**config.mk**
```make
export PLATFORM = sky130hd
export DESIGN_NAME = reg_write_arbiter
export DESIGN_NICKNAME = d
export VERILOG_FILES = /design/src/rtl/reg_write_arbiter.sv
export SDC_FILE = /design/constraint.sdc
export NUM_CORES = 1
export LEC_CHECK = 0
export BUFFER_PORTS_ARGS = -buffer_cell sky130_fd_sc_hd__buf_4
export CORE_MARGIN = 3
export CORE_UTILIZATION = 38
export CTS_CLUSTER_SIZE = 12
export DETAILED_ROUTE_END_ITERATION = 7
export PLACE_DENSITY = 0.79
export SYNTH_ARGS = -nofsm -noshare
export SYNTH_HDL_FRONTEND = slang
export SYNTH_SLANG_ARGS = --single-unit
export TNS_END_PERCENT = 20
```
**constraint.sdc**
```tcl
create_clock -name iClk -period 1.8 [get_ports iClk]
set_clock_uncertainty 0.1 [all_clocks]
set_input_delay 0.18 -clock iClk [delete_from_list [all_inputs] [get_ports iClk]]
set_output_delay 0.18 -clock iClk [all_outputs]
set_load 0.03 [all_outputs]
```
**src/rtl/reg_write_arbiter.sv**
```systemverilog
// reg_write_arbiter
//   Round-robin arbiter that lets NREQ requesters share one register. Each
//   grant is a single-cycle write pulse. The clear request beats every write.
//   Optional feature macro: REG_ARB_LOCK_EN. When it is defined, the iLock
//   port and the LOCK state are added. A requester granted with its lock bit
//   set then keeps the grant until that lock bit drops.
//
// Ports
//   iClk      clock, rising edge
//   iRstN     asynchronous active-low reset
//   iReq      [NREQ]           per-requester write request
//   iData     [NREQ*BITWIDTH]  write data, requester i at [i*BITWIDTH +: BITWIDTH]
//   iClr      global clear request
//   iLock     [NREQ]           lock request (only with REG_ARB_LOCK_EN)
//   oGnt      [NREQ]           registered one-hot grant
//   oRegEn    registered write enable to the shared register
//   oRegClr   registered clear to the shared register
//   oRegData  [BITWIDTH]       registered write data
//   oLocked   high while in LOCK (tied 0 without REG_ARB_LOCK_EN)
module reg_write_arbiter #(
  parameter int BITWIDTH = 32,
  parameter int NREQ     = 4
) (
  input  logic                     iClk,
  input  logic                     iRstN,
  input  logic [NREQ-1:0]          iReq,
  input  logic [NREQ*BITWIDTH-1:0] iData,
  input  logic                     iClr,
`ifdef REG_ARB_LOCK_EN
  input  logic [NREQ-1:0]          iLock,
`endif
  output logic [NREQ-1:0]          oGnt,
  output logic                     oRegEn,
  output logic                     oRegClr,
  output logic [BITWIDTH-1:0]      oRegData,
  output logic                     oLocked
);

  localparam int PTR_W = (NREQ > 1) ? $clog2(NREQ) : 1;

`ifdef REG_ARB_LOCK_EN
  typedef enum logic {ST_ARB = 1'b0, ST_LOCK = 1'b1} state_t;
`else
  typedef enum logic {ST_ARB = 1'b0} state_t;
`endif

  state_t                r_state,   w_stateNxt;
  logic [PTR_W-1:0]      r_ptr,     w_ptrNxt;
  logic [NREQ-1:0]       r_gnt,     w_gntNxt;
  logic                  r_en,      w_enNxt;
  logic                  r_clr,     w_clrNxt;
  logic [BITWIDTH-1:0]   r_data,    w_dataNxt;
`ifdef REG_ARB_LOCK_EN
  logic [PTR_W-1:0]      r_lockIdx, w_lockIdxNxt;
`endif

  logic                  w_found;
  logic [PTR_W-1:0]      w_win;
  logic [PTR_W-1:0]      w_cand;

  // (w + 1) mod NREQ
  function automatic logic [PTR_W-1:0] f_nextPtr(input logic [PTR_W-1:0] w);
    if (int'(w) == NREQ - 1) return '0;
    return PTR_W'(int'(w) + 1);
  endfunction

  function automatic logic [BITWIDTH-1:0] f_selData(input logic [PTR_W-1:0] w);
    return iData[int'(w)*BITWIDTH +: BITWIDTH];
  endfunction

  // Upward search from r_ptr with wrap; the first set request wins.
  always_comb begin
    w_found = 1'b0;
    w_win   = '0;
    w_cand  = '0;
    for (int k = 0; k < NREQ; k++) begin
      w_cand = PTR_W'((int'(r_ptr) + k) % NREQ);
      if (!w_found && iReq[w_cand]) begin
        w_found = 1'b1;
        w_win   = w_cand;
      end
    end
  end

  always_comb begin
    w_stateNxt   = r_state;
    w_ptrNxt     = r_ptr;
    w_gntNxt     = '0;
    w_enNxt      = 1'b0;
    w_clrNxt     = 1'b0;
    w_dataNxt    = r_data;
`ifdef REG_ARB_LOCK_EN
    w_lockIdxNxt = r_lockIdx;
`endif
    case (r_state)
`ifdef REG_ARB_LOCK_EN
      ST_LOCK: begin
        if (iClr) begin
          w_clrNxt   = 1'b1;
          w_stateNxt = ST_ARB;
        end else begin
          if (iReq[r_lockIdx]) begin
            w_gntNxt[r_lockIdx] = 1'b1;
            w_enNxt             = 1'b1;
            w_dataNxt           = f_selData(r_lockIdx);
          end
          // Dropping the lock returns to round-robin; a final write (if any)
          // still rotates the pointer past the locked requester.
          if (!iLock[r_lockIdx]) begin
            w_stateNxt = ST_ARB;
            if (iReq[r_lockIdx]) w_ptrNxt = f_nextPtr(r_lockIdx);
          end
        end
      end
`endif
      default: begin
        if (iClr) begin
          w_clrNxt = 1'b1;
        end else if (w_found) begin
          w_gntNxt[w_win] = 1'b1;
          w_enNxt         = 1'b1;
          w_dataNxt       = f_selData(w_win);
          w_ptrNxt        = f_nextPtr(w_win);
`ifdef REG_ARB_LOCK_EN
          if (iLock[w_win]) begin
            w_stateNxt   = ST_LOCK;
            w_lockIdxNxt = w_win;
          end
`endif
        end
      end
    endcase
  end

  always_ff @(posedge iClk or negedge iRstN) begin
    if (!iRstN) begin
      r_state   <= ST_ARB;
      r_ptr     <= '0;
      r_gnt     <= '0;
      r_en      <= 1'b0;
      r_clr     <= 1'b0;
      r_data    <= '0;
`ifdef REG_ARB_LOCK_EN
      r_lockIdx <= '0;
`endif
    end else begin
      r_state   <= w_stateNxt;
      r_ptr     <= w_ptrNxt;
      r_gnt     <= w_gntNxt;
      r_en      <= w_enNxt;
      r_clr     <= w_clrNxt;
      r_data    <= w_dataNxt;
`ifdef REG_ARB_LOCK_EN
      r_lockIdx <= w_lockIdxNxt;
`endif
    end
  end

  assign oGnt     = r_gnt;
  assign oRegEn   = r_en;
  assign oRegClr  = r_clr;
  assign oRegData = r_data;
`ifdef REG_ARB_LOCK_EN
  assign oLocked  = (r_state == ST_LOCK);
`else
  assign oLocked  = 1'b0;
`endif

endmodule

```
; After elaboration in Yosys (flattened, before gate mapping)
; Cells that the tools add are included.
[totals]
inputBits = 135
register_bits = 40
output_inout_bits = 39
wordCells = 54
[classes]
n_reduce_logical = 8
mux = 28
eq_ne = 1
add_sub_neg = 4
n_lt_le_gt_ge = 6
shifts = 1
bitwise = 1
[op_table]
columns = operator, n
row1 = $shiftx 128x8->32, 1
row2 = $lt 2x3->1 const B, 5
row3 = $mux 1, 15
row4 = $mux 2, 6
row5 = $bmux 1 s2, 4
row6 = $mux 4, 2
row7 = $add 2x1->2 const B, 2
row8 = $add 2x2->2 const B, 2
row9 = $logic_and 1x1->1, 4
row10 = $logic_not 1->1, 3
row11 = $demux 1 s2, 1
row12 = $eq 2x1->1 const B, 1
row13 = $ge 2x1->1 const B, 1
row14 = $reduce_and 2->1, 1
row15 = $not 1->1, 1

; Logic depth before layout (Yosys ltp)
; Gate-level depths: netlist of the first run.
[depth]
depth_word = 18
depth_mapped = 9

; Worst setup path after synthesis of the first run
; OpenSTA, ideal clock, no wires.
[synth_timing]
path_kind = register to register
start = register r_ptr[1]
end = register r_ptr[1]
stages_incl_launch_ff = 10
path_buffers = 2
arrival_ps = 1613
setup_slack_ps = -46
cell_sequence = dfrtp_1 -> mux2i_1 -> a2bb2oi_4 -> nand2_2 -> buf_6 -> buf_4 -> inv_1 -> ha_1 -> nand2_1 -> o21ai_0
[synth_between]
elab_chain_len = 17
word_cells_on_any_way = 32
classes_between = 4 x add/sub / 1 x eq/ne / 20 x mux / 7 x reduce/logical
[synth_rtl]
columns = item, line_no
row1 = from (decl), 48  ; logic [PTR_W-1:0] r_ptr, w_ptrNxt;
row2 = from (signal assigned), 148  ; r_ptr <= w_ptrNxt;
row3 = "parallel branches: the longest is 17 deep, another holds $add 2x1->2", --
; Several ways; the timed one is not identified. The select of a mux whose other input is x is not followed.
; A chain may end at the register's enable or synchronous reset.

; Worst setup path in the final report of the first run
[layout_timing]
start = register r_ptr[1]
end = register r_data[5], in the netlist oRegData[5]
[layout_between]
elab_chain_len = 13
word_cells_on_any_way = 27
classes_between = 3 x add/sub / 1 x shift / 16 x mux / 7 x reduce/logical
[layout_rtl]
columns = item, line_no
row1 = "parallel branches: the longest is 13 deep, another holds $add 2x1->2", --
row2 = to (signal assigned), 152  ; r_data <= w_dataNxt;
row3 = to (decl), 52  ; logic [BITWIDTH-1:0] r_data, w_dataNxt;
; Several ways; the timed one is not identified. The select of a mux whose other input is x is not followed.

==> impl_results.md, run 1 <==
- Status: finished with violations
- Violated checks: setup timing
- Clk buf depth: 2
- Layout area overhead: 101%
- Setup crit end kind: register
- Syn Area/Cell: 9.71 um2
- Relative slew slack: 0.548
- Number of routed nets with antenna violations: 0
- Largest net degree at the start of global routing: 41
- Vias in the first global route: 3188
- CP Launch Type: register
- Post-route DRC violation count: 0
- Sw Pwr: 2980 uW
- Gr ovfl total: 0
- Worst hold start: iData[92]
- Share of the synthesized area in the top cell type: 0.396
- Leak Pwr: 0.00223 uW
- Yosys cell types: 28
- Layout Cells excl Fill: 532
- Max_cap viols: 0
- Net Sw Frac: 0.451
- Warnings from Yosys: 0
- Core area: 0.00639 mm2
- Clock buffer count from CTS: 5
- Commonest non-fill, non-tap cells in the layout: buf_4, dfrtp_1, nor2_1
- Origin of the worst setup path: r_ptr[1]
- Post-DR wirelength/cell: 21.3 um
- Setup TNS: -1.60 ns
- Peak Freq: 519 MHz
- Sequential fraction of the synthesis area: 0.396
- Placed wire-length estimate: 6.58 mm
- Leading cell type in the layout, fill and taps excluded: buf_4
- Yosys reg bits: 40
- # rows: 29
- Min Tclk post-route: 1.93 ns
- WP data required: 1.88 ns
- Initial antenna violation count: 0
- Detailed-route via count: 3091
- Synth Instances: 260
- Die X-Extent: 87.5 um
- Clock Power Share: 0.100
- Final setup vio count: 32
- Gr usage total: 0.263
- Die area: 0.00766 mm2
- Register share of total power: 0.223
- ANT cells: 0
- Hold/Removal Path Class: input port to register
- Clk_lat worst skew: 0.30 ns
- Drt via density: 5.81
- Max Slew Vio Count: 0
- Clock root cell: clkbuf_8
- IO Count: 174
- Syn Nets: 396
- Share of cells above drive strength 1: 0.635
- Part of the cycle the worst path needs: 1.07
- GP Congestion: 0.860
- Setup Crit Path Kind: register to register
- Pre-CTS WS: -0.188 ns
- Final WS setup: -0.127 ns
- Internal power: 3630 uW
- Global-route wire length before repair: 15.6 mm
- Worst r2r src: r_ptr[1]
- # nets final: 591
- Placed Cells: 506
- PD cells: 1300 mW/mm2
- Iteration-0 DRC Markers: 98
- Max Fanout on Critical Path: 9
- Mapped cell area: 0.00252 mm2
- Chip height: 87.5 um
- Starting Density: 0.395
- Clock slew at reported path FFs: 0.08 ns
- Post-Route WL: 11.4 mm
- Area leader, netlist: dfrtp_1
- Combinational fraction of design power: 0.677
- CTS sink count: 40
- RSZ-0062 raised after global routing: true
- Worst-Margin Slew: 0.677 ns
- Final Hold Vio Count: 0
- Top cells by area, synth: dfrtp_1, mux2i_1, a211oi_1, a2111oi_0, and3_1
- CTS tree: yes
- H-tree levels: 2
- Crit path DAT: 2.01 ns
- Maximum vdd drop: 0.841 mV
- DR pass1 iterations: 4
- Hold WS: 0.112 ns
- Port buffer count: 172
==> state kept, by name (all words and copies together), names as in the netlist <==
name	cells
oRegEn	1
r_ptr	2
oRegClr	1
oGnt	4
oRegData	32
==> final timing paths <==
kind,to,slack (ns),cells after the start
max in group asynchronous,r_ptr[1],0.92,2
setup reg to reg,oRegData[5],-0.13,8
hold / removal,oRegData[28],0.11,3
hold reg to reg,oRegData[24],0.46,2
setup / recovery,oRegData[5],-0.13,8
min in group asynchronous,oRegClr,0.29,2
==> routing by layer <==
metal  vias to the layer above  routed length (um)  global-route usage  share of wire
met4                         0                 401               0.131          0.035
met2                       164                5860               0.442           0.52
met1                      1505                4130               0.315           0.36
met5                         -                   0                   0              0
met3                        40                 965              0.0596          0.085
li1                       1382                   -                   -              -
==> what timing repair did <==
action / CTS / global route
hold buffers: 2 / 0
gates cloned: 3 / 2
setup buffers: 11 / 2
gates resized for setup: 93 / 46
setup endpoints to repair: 33 / 33
pin swaps: 26 / 45
endpoints found under the hold margin: 42 / 0
==> area by class of cell <==
| cell class | instances | area (um2) |
|---|---|---|
| Multi-Input combinational cell | 190 | 2110 |
| Clock buffer | 7 | 96.3 |
| Sequential cell | 40 | 1000 |
| Tap cell | 77 | 96.3 |
| Fill cell | 377 | 1300 |
| Inverter | 4 | 15.0 |
| Timing Repair Buffer | 214 | 1760 |
==> power groups by stage <==
stage	Clock (uW)	Sequential, uW	Combinational [uW]
after floorplan	0	2100	1190
after global placement	0	1460	3030
after detailed placement	0	1480	3070
after CTS	666	1470	3970
after global routing	710	1510	4680
final	661	1480	4480
==> cells by family after synthesis <==
| kind of cell | share of synthesized area |
|---|---|
| AOI/OAI and AO/OA | 0.245 |
| adders and majority gates | 0.00495 |
| buffers and inverters | 0.0585 |
| DFF | 0.396 |
| muxes | 0.131 |
| other | 0.00149 |
| and+or+nand+nor | 0.163 |
==> worst max-delay path, stage by stage, from the launching register on <==
cell and delay, ns:
dfrtp_2 0.46, mux2i_2 0.18, a2bb2oi_4 0.19, nand2_4 0.10
buf_12 0.15, buf_12 0.15, buf_6 0.12, mux2i_1 0.11
a211oi_1 0.26
==> stage by stage <==
stage | area, um2 | utilization | power, uW
after detailed placement | 3980 | 0.624 | 4550
final | 5080 | 0.796 | 6610
after floorplan | 2540 | - | 3290
after global placement | 3980 | 0.624 | 4480
after CTS | 4760 | 0.746 | 6100
after global routing | 5080 | 0.796 | 6890
==> cell usage after synthesis <==
library cell	instances
a211oi_1	32
a2bb2oi_4	1
inv_1	3
mux2i_1	33
ha_1	1
nor2_1	38
dfrtp_1	40
nor2b_1	1
nand2b_1	1
inv_2	1
buf_2	4
nand2_2	1
buf_1	2
nand4_1	1
buf_6	2
a2111oi_2	6
nor3_1	1
and2_1	1
and3_1	32
a21oi_1	2
a2111oi_0	26
nand2_1	7
o21ai_0	2
clkbuf_1	14
conb_1	1
nand3_1	1
a21o_1	2
buf_4	4
Power figures use the tool's default switching activity.
==> run 2, diff against run 1 <==
--- a/config.mk
+++ b/config.mk
@@ -10,7 +10,8 @@
 export CORE_UTILIZATION = 38
 export CTS_CLUSTER_SIZE = 12
 export DETAILED_ROUTE_END_ITERATION = 7
-export PLACE_DENSITY = 0.79
+export PLACE_DENSITY = 0.78
+export RECOVER_POWER = 50
 export SYNTH_ARGS = -nofsm -noshare
 export SYNTH_HDL_FRONTEND = slang
 export SYNTH_SLANG_ARGS = --single-unit
==> run 2 against run 1 <==
The run still ends with setup timing left. Design area fell by 2.3%. Power fell by 3.2%. Critical path type unchanged. Critical path depth fell by 1. Die area did not move. Routed wire length fell by 4.3%. Sequential power barely moved. Flip-flop and latch count did not move. Register-to-register slack improved by 0.06 ns. Maximum frequency rose by 3.1%. Clock-buffer cell count fell by 1. Core utilization fell by 1.8 points. Worst hold slack improved by 0.0044 ns.
==> impl_results.md, run 2 (synthesized netlist as in run 1, its figures left out) <==
- Status: finished with violations
- Violated checks: setup timing
- Layout Cells excl Fill: 526
- Iteration-0 DRC Markers: 131
- # rows: 29
- H-tree levels: 2
- Final Hold Vio Count: 0
- Setup Crit Path Kind: register to register
- Area occupied by multi-input gates: 0.00206 mm2
- Starting Density: 0.395
- Gr usage total: 0.227
- Number of routed nets with antenna violations: 0
- Post-DR wirelength/cell: 20.7 um
- GP Congestion: 0.906
- IO Count: 174
- R2r worst-path depth: 7
- Max Slew Vio Count: 0
- Core area: 0.00639 mm2
- Hold WS: 0.117 ns
- Commonest non-fill, non-tap cells in the layout: buf_4, dfrtp_1, nor2_1
- ANT cells: 0
- Port buffer count: 172
- Worst-Margin Slew: 1.00 ns
- Detailed-route via count: 2980
- Relative slew slack: 0.331
- Min Tclk post-route: 1.87 ns
- # nets final: 585
- RSZ-0062 raised after global routing: true
- Part of the cycle the worst path needs: 1.04
- Max reg flops: 32
- # fillers: 398
- Leak Pwr: 0.00220 uW
- WP data required: 1.86 ns
- Clock buffer count from CTS: 5
- Final WS setup: -0.0685 ns
- Placed wire-length estimate: 6.57 mm
- Clock root cell: clkbuf_8
- Max Fanout on Critical Path: 6
- Total Power: 6400 uW
- Setup crit end kind: register
- R2R setup slack: -0.07 ns
- CTS sink count: 40
- Final Cell Area: 0.00497 mm2
- Max_cap viols: 0
- Drt via density: 5.67
- Vias in the first global route: 2812
- FF-to-FF End: oRegData[25]
- Global-route wire length before repair: 13.7 mm
- Layout area overhead: 96.8%
- Largest net degree at the start of global routing: 41
- Initial antenna violation count: 0
- Final setup vio count: 29
- Placed Cells: 505
- Chip height: 87.5 um
- Leading cell type in the layout, fill and taps excluded: buf_4
- Maximum vdd drop: 0.873 mV
- Clk_lat worst skew: 0.29 ns
- CP Launch Type: register
- PD cells: 1290 mW/mm2
- FF+latch area: 0.00100 mm2
- Peak Freq: 535 MHz
- Share of cells above drive strength 1: 0.612
- Cell Area, Placed: 0.00400 mm2
- CP endpoint: oRegData[25]
- Origin of the worst setup path: r_ptr[1]
- Worst r2r src: r_ptr[1]
- Gr ovfl total: 0
- Crit path DAT: 1.93 ns
- Clock slew at reported path FFs: 0.08 ns
- CTS tree: yes
- Hold/Removal Path Class: input port to register
- Setup TNS: -0.994 ns
- Die X-Extent: 87.5 um
- Post-Route WL: 10.9 mm
- Post-route DRC violation count: 0
- DR pass1 iterations: 4
- Die area: 0.00766 mm2
- Clk buf depth: 2
-- run 2: cell count changes in the layout (fill, tap and decap cells not counted), moves of 2 or more --
cell and delta:
a211oi_1 -3, buf_12 +3, clkbuf_1 +3, a211oi_2 +3
buf_4 -10, and3_1 +9, and3_4 -9, clkbuf_8 -2
-- run 2: timing repair --
item / in CTS / in global routing
endpoints found under the hold margin: 42 / 0
gates cloned: 1 / 5
pin swaps: 5 / 48
gates resized for setup: 38 / 92
setup endpoints to repair: 33 / 33
buffers inserted: 2 / 5
hold buffers: 2 / 0
-- run 2: routing by layer --
layer / global-route usage / routed length (um) / vias up
met5: 0 / 0 / -
met4: 0.0377 / 228 / 0
met3: 0.0615 / 746 / 22
met2: 0.395 / 5710 / 138
met1: 0.287 / 4170 / 1448
li1: - / - / 1372
-- run 2: stage by stage --
step,setup slack (ns),util
6_report,-0.0685,0.778
5_1_grt,-0.135,0.778
4_1_cts,-0.0666,0.659
3_5_place_dp,-0.103,0.627
3_3_place_gp,-0.0215,0.627
2_1_floorplan,0.0107,-
-- run 2: worst min-delay path by stage --
stage | from | to | slack, ns | cells after the start
2_1_floorplan | iRstN | oGnt[0] | -0.22 | 0
3_3_place_gp | iRstN | oRegClr | 0.09 | 1
3_5_place_dp | iRstN | oGnt[0] | 0.09 | 1
4_1_cts | iData[55] | oRegData[23] | 0.13 | 3
5_1_grt | iData[78] | oRegData[14] | 0.13 | 3
6_report | iData[67] | oRegData[3] | 0.12 | 3
-- run 2: critical path, stage by stage, from the launching register on --
cell       delay, ns
dfrtp_2         0.45
mux2i_2         0.17
a2bb2oi_4       0.18
nand2_4         0.12
buf_12          0.16
clkbuf_16       0.17
a2111oi_4       0.32
a211oi_2        0.07
-- run 2: area by class of cell --
| type | instances | area share |
|---|---|---|
| well taps | 77 | 0.0194 |
| flip-flops and latches | 40 | 0.202 |
| repair buffers | 208 | 0.346 |
| clock buffers | 6 | 0.0146 |
| multi-input cells | 190 | 0.414 |
| inverters | 4 | 0.00353 |
| clock inverters | 1 | 0.00101 |
-- run 2: report_power, final --
group,internal [uW],leakage (uW),switching (uW)
sequential,1240,0.000454,226
clock,264,0.0000410,303
combinational,1960,0.00170,2410
